File: config.mk
export PLATFORM = sky130hd
export DESIGN_NAME = instruction_fetch_unit
export DESIGN_NICKNAME = d
export VERILOG_FILES = /design/src/rtl/cpu_defs.sv /design/src/rtl/pc_register.sv /design/src/rtl/instruction_fetch_unit.sv
export SDC_FILE = /design/constraint.sdc
export NUM_CORES = 1
export LEC_CHECK = 0
export ABC_AREA = 1
export CAP_MARGIN = 20
export CELL_PAD_IN_SITES_DETAIL_PLACEMENT = 1
export CELL_PAD_IN_SITES_GLOBAL_PLACEMENT = 2
export CORE_MARGIN = 2
export CORE_UTILIZATION = 29
export DETAILED_ROUTE_END_ITERATION = 6
export PLACE_DENSITY = 0.95
export SLEW_MARGIN = 20
export SYNTH_ARGS = -nofsm -noshare
export SYNTH_HDL_FRONTEND = slang
export SYNTH_SLANG_ARGS = --single-unit
File: constraint.sdc
create_clock -name CLK -period 2.26 [get_ports CLK]
set_input_delay 0.226 -clock CLK [delete_from_list [all_inputs] [get_ports CLK]]
set_output_delay 0.226 -clock CLK [all_outputs]
set_load 0.01 [all_outputs]
File: src/rtl/cpu_defs.sv
// Shared definitions for the fetch front end: word size, bubble encoding, fetch states, IF/ID layout.
package cpu_defs;
  localparam int XLEN = 32;
  localparam logic [XLEN-1:0] NOP_INSTR = 32'h0000_0013;

  typedef enum logic [1:0] {
    FETCH   = 2'd0,
    HELD    = 2'd1,
    DISCARD = 2'd2
  } fetch_state_e;

  typedef struct packed {
    logic [XLEN-1:0] pc;
    logic [XLEN-1:0] pc4;
    logic [XLEN-1:0] instr;
    logic            valid;
  } ifid_t;

  function automatic logic [XLEN-1:0] word_align(input logic [XLEN-1:0] a);
    return a & ~{{(XLEN-2){1'b0}}, 2'b11};
  endfunction
endpackage

File: src/rtl/pc_register.sv
// Program counter: holds the fetch PC, provides PC+4 (wrapping), and applies redirects over increments.
module pc_register
  import cpu_defs::*;
#(
  parameter logic [XLEN-1:0] RESET_PC = '0
) (
  input  logic            CLK,
  input  logic            RESET,
  input  logic            inc_i,
  input  logic            redirect_i,
  input  logic [XLEN-1:0] target_i,
  output logic [XLEN-1:0] pc_o,
  output logic [XLEN-1:0] pc4_o
);
  logic [XLEN-1:0] pc_q, pc_d;

  assign pc_o  = pc_q;
  assign pc4_o = pc_q + 32'd4;

  always_comb begin
    pc_d = pc_q;
    if (redirect_i)
      pc_d = word_align(target_i);
    else if (inc_i)
      pc_d = pc4_o;
  end

  always_ff @(posedge CLK) begin
    if (RESET)
      pc_q <= word_align(RESET_PC);
    else
      pc_q <= pc_d;
  end
endmodule

File: src/rtl/instruction_fetch_unit.sv
// RV32I fetch stage with IF/ID register: issues word reads over a busy handshake,
// parks a completed word while decode is stalled, and squashes in-flight reads on redirect.
module instruction_fetch_unit #(
  parameter logic [31:0] RESET_PC  = 32'h0000_0000,
  parameter logic [31:0] NOP_INSTR = cpu_defs::NOP_INSTR
) (
  input  logic        CLK,
  input  logic        RESET,
  input  logic        stall_in,
  input  logic        branch_taken_in,
  input  logic [31:0] branch_target_in,
  output logic        imem_read_out,
  output logic [31:0] imem_addr_out,
  input  logic        imem_busy_in,
  input  logic [31:0] imem_rdata_in,
  output logic [31:0] ifid_pc_out,
  output logic [31:0] ifid_pc4_out,
  output logic [31:0] ifid_instr_out,
  output logic        ifid_valid_out,
  output logic        fetch_stall_out
);
  import cpu_defs::*;

  fetch_state_e state_q, state_d;
  logic         read_q, read_d;
  logic [31:0]  buf_q, buf_d;
  logic [31:0]  disc_addr_q, disc_addr_d;
  ifid_t        ifid_q, ifid_d;
  logic         pc_inc, pc_redirect;
  logic [31:0]  pc, pc4;
  logic         complete, waiting;

  pc_register #(.RESET_PC(RESET_PC)) u_pc (
    .CLK        (CLK),
    .RESET      (RESET),
    .inc_i      (pc_inc),
    .redirect_i (pc_redirect),
    .target_i   (branch_target_in),
    .pc_o       (pc),
    .pc4_o      (pc4)
  );

  assign complete = read_q & ~imem_busy_in;
  assign waiting  = read_q & imem_busy_in;

  always_comb begin
    state_d     = state_q;
    buf_d       = buf_q;
    disc_addr_d = disc_addr_q;
    ifid_d      = ifid_q;
    pc_inc      = 1'b0;
    pc_redirect = 1'b0;
    if (branch_taken_in) begin
      pc_redirect  = 1'b1;
      ifid_d.valid = 1'b0;
      ifid_d.instr = NOP_INSTR;
      // An unfinished read must still run to completion at its old address.
      if (waiting) begin
        state_d = DISCARD;
        if (state_q == FETCH)
          disc_addr_d = pc;
      end else begin
        state_d = FETCH;
      end
    end else begin
      case (state_q)
        FETCH: begin
          if (complete) begin
            if (stall_in) begin
              buf_d   = imem_rdata_in;
              state_d = HELD;
            end else begin
              ifid_d = {pc, pc4, imem_rdata_in, 1'b1};
              pc_inc = 1'b1;
            end
          end
        end
        HELD: begin
          if (!stall_in) begin
            ifid_d  = {pc, pc4, buf_q, 1'b1};
            pc_inc  = 1'b1;
            state_d = FETCH;
          end
        end
        DISCARD: begin
          if (complete)
            state_d = FETCH;
        end
        default: state_d = FETCH;
      endcase
    end
    read_d = (state_d != HELD);
  end

  always_ff @(posedge CLK) begin
    if (RESET) begin
      state_q     <= FETCH;
      read_q      <= 1'b0;
      buf_q       <= '0;
      disc_addr_q <= '0;
      ifid_q      <= {32'h0, 32'h0, NOP_INSTR, 1'b0};
    end else begin
      state_q     <= state_d;
      read_q      <= read_d;
      buf_q       <= buf_d;
      disc_addr_q <= disc_addr_d;
      ifid_q      <= ifid_d;
    end
  end

  assign imem_read_out   = read_q;
  assign imem_addr_out   = (state_q == DISCARD) ? disc_addr_q : pc;
  assign fetch_stall_out = (state_q != HELD) & waiting;
  assign ifid_pc_out     = ifid_q.pc;
  assign ifid_pc4_out    = ifid_q.pc4;
  assign ifid_instr_out  = ifid_q.instr;
  assign ifid_valid_out  = ifid_q.valid;
endmodule

==> flow_summary.ini <==
[power]
power.switching_w = 0.00201
design_power_total_w = 0.00729
vdd_drop_max_mv = 0.410
p_seq_share_pct = 48.4
p_comb_share_pct = 11.3
leakage_nw = 4.30
sw_frac_of_total_pct = 27.6
powerDensity_nw_per_um2 = 661
p_int_w = 0.00528
power.share.clock_pct = 40.3

[critical_path]
ff2ff_setup_slack_ns = 0.44
cp.arrival_ns = 2.03
required_ns = 2.03
critPathLaunchType = flop
rr_worst_depth = 8
crit_type = reg2out
worstPathMaxFanout = 14
end_kind = primary output
timing.rr.end = ifid_pc4_out[16]
r2r_start = u_pc.pc_o[8]

[finish]
final_cell_mix = nand2_1, dfxtp_1, clkdlybuf4s50_1
antenna_cells = 0
syn2layout_area_growth_pct = 36.5
fillers = 3427
register_area_um2 = 3770
multi_input_area_um2 = 3610
final_common_cell = nand2_1
final_cell_area_um2 = 11000
num-nets-final = 1393
drive_gt1_share_pct = 5.99

[route]
viasPerCell = 4.76
highest_layer = met4
drt_iter0_markers = 515
wl_met2_um = 13700
drt-met1-wl_um = 12900
postRouteAntennaNets = 0
wl_um = 28400
wl_met3_um = 1240
dr.pass1.iters = 4
num_vias = 8154
drc_errors = 0
wl_per_cell_um = 16.6

[clock_tree]
clkTransAtPathRegs_ns = 0.07
cts-buffers-inserted = 17
cts_buffer_depth = 2
clock-sinks = 188
worst_skew_pair.late_latency_ns = 0.44
holdBufCountCts = 0
ctsRootBufferMaster = clkbuf_16
h-tree-depth = 4
cts_tree = built

[synthesis]
synth_area_leaders = dfxtp_1, nand2_1, a21oi_1
synth_warnings = 0
yosysTopAreaCell = dfxtp_1
synthCells = 1157
synth_top_area_share_pct = 46.6
syn-cell-area_um2 = 8070
synth.distinct_cells = 26
ys_seq_area_share_pct = 46.6
synth_seq_cells = 188
syn_avg_cell_area_um2 = 6.98

[sta]
relSlewSlack_pct = 29.2
clock.fmax_mhz = 443
min_period_ns = 2.26
finClkSkew_ns = 0.0142
holdWs_ns = 0.331
slew_viol_final = 0
fin_crit_sh_pct = 99.8
finalHoldViolCount = 0
worstMarginPinSlew_ns = 1.06
setup_ws_ns = 0.00346
rsz0062_at_grt = true
setup_viol = 0

[hold_path]
worstHoldStart = RESET
min_to = ifid_instr_out[4]
worstHoldPathCells = 3
holdCritPathClass = in2reg

[global_route]
track_usage_pct = 19.5
grt_first_pass_wirelength_um = 44500
antenna_found_initial = 0
grt_overflow = 0
grt_max_degree = 67
grt_pass1_vias = 8338

[flow_run]
drv_cap = 0

[die]
start_util_pct = 29.2
dieHeight_um = 171
die_x_um = 171
core_um2 = 27600
die_area_um2 = 29200
pin_count = 200
core.rowCount = 61

[run_status]
outcome = complete, no violations

[place]
io_buffer_count = 191
dp_slack_ns = -0.0340
globalplace.congestion = 0.913
placedInstanceArea_um2 = 10400
dp_hpwl_um = 20300
## power by group through the flow
stage,clock network (W),registers (W),logic (W)
after floorplan,0,0.00359,0.000397
after global placement,0,0.00359,0.000820
after detailed placement,0,0.00360,0.000837
after CTS,0.00304,0.00352,0.000837
after global routing,0.00317,0.00354,0.000911
final,0.00294,0.00352,0.000825
## through the flow
stage	std cells	TNS, ns	util (%)
floorplan	1162	0	-
global placement	1680	0	37.6
detailed placement	1680	-0.0340	37.6
CTS	1714	-0.0487	39.9
global route	1714	-0.185	39.9
finish	1714	0	39.9
## per-layer routing
metal  GRT usage, %  vias to the layer above
met5              0                        -
met4           6.52                        0
met3           3.49                       31
met2           33.7                      183
met1           24.5                     3881
li1               -                     4059
## repair_timing
| item | CTS | global route |
|---|---|---|
| pin swaps | 0 | 0 |
| gates cloned | 2 | 0 |
| gates resized for setup | 38 | 3 |
| setup endpoints to repair | 30 | 5 |
| buffers inserted | 0 | 0 |
## worst max-delay path, stage by stage (launching register included)
cell,delay [ns]
dfxtp_4,0.37
inv_1,0.09
nor2_4,0.06
buf_12,0.15
inv_1,0.16
nand2_1,0.07
nand2_1,0.13
clkdlybuf4s50_1,0.57
## logic make-up (layout without fill, tap and decap cells)
| family | Yosys count | after routing | synth area share [%] |
|---|---|---|---|
| AO/OA/AOI/OAI | 320 | 320 | 20.7 |
| other | 1 | 6 | 0.0465 |
| XOR/XNOR | 7 | 7 | 0.760 |
| AND/OR/NAND/NOR | 461 | 461 | 22.5 |
| buffers and inverters | 179 | 353 | 9.21 |
| adder cells (fa/ha/maj) | 1 | 1 | 0.155 |
| flip-flops | 188 | 188 | 46.6 |
## cells in the mapped netlist
library cell / instances
ha_1: 1
buf_2: 21
xor2_1: 7
nor2_4: 1
buf_1: 3
a21oi_1: 139
o211ai_1: 4
clkbuf_1: 42
o21ai_0: 139
nand3_1: 36
a31oi_1: 33
buf_4: 12
nand2_1: 342
nor3_1: 2
inv_1: 99
a311oi_1: 4
nor2_2: 3
conb_1: 1
nand2_4: 1
nand2_2: 1
dfxtp_1: 188
inv_2: 2
nor3_4: 1
o21ai_1: 1
nand3b_1: 1
nor2_1: 73
## worst max-delay path by stage
stage	from	to	slack, ns	cells after the start
after floorplan	u_pc.pc_o[3]	ifid_pc4_out[16]	0.76	9
after global placement	branch_taken_in	ifid_instr_out[18]	0.05	4
after detailed placement	branch_taken_in	ifid_instr_out[18]	-0.03	4
after CTS	state_q[1]	imem_addr_out[4]	-0.02	7
after global routing	state_q[1]	imem_addr_out[15]	-0.1	7
final	state_q[1]	imem_addr_out[15]	0.003	7
## registers in the layout, indices dropped and copies added (netlist names)
register	count
ifid_instr_out	32
state_q	2
u_pc.pc_o	30
imem_read_out	1
ifid_pc4_out	30
buf_q	32
disc_addr_q	30
ifid_valid_out	1
ifid_pc_out	30
## area by class of cell
type | instances | share of cell area [%]
clock buffer | 18 | 3.99
tap | 378 | 4.29
clock inverter | 14 | 1.12
sequential | 188 | 34.2
multi-input combinational | 795 | 32.8
inverter | 101 | 3.44
timing repair buffer | 220 | 20.2
No activity file was read; power rests on OpenSTA's default activity.
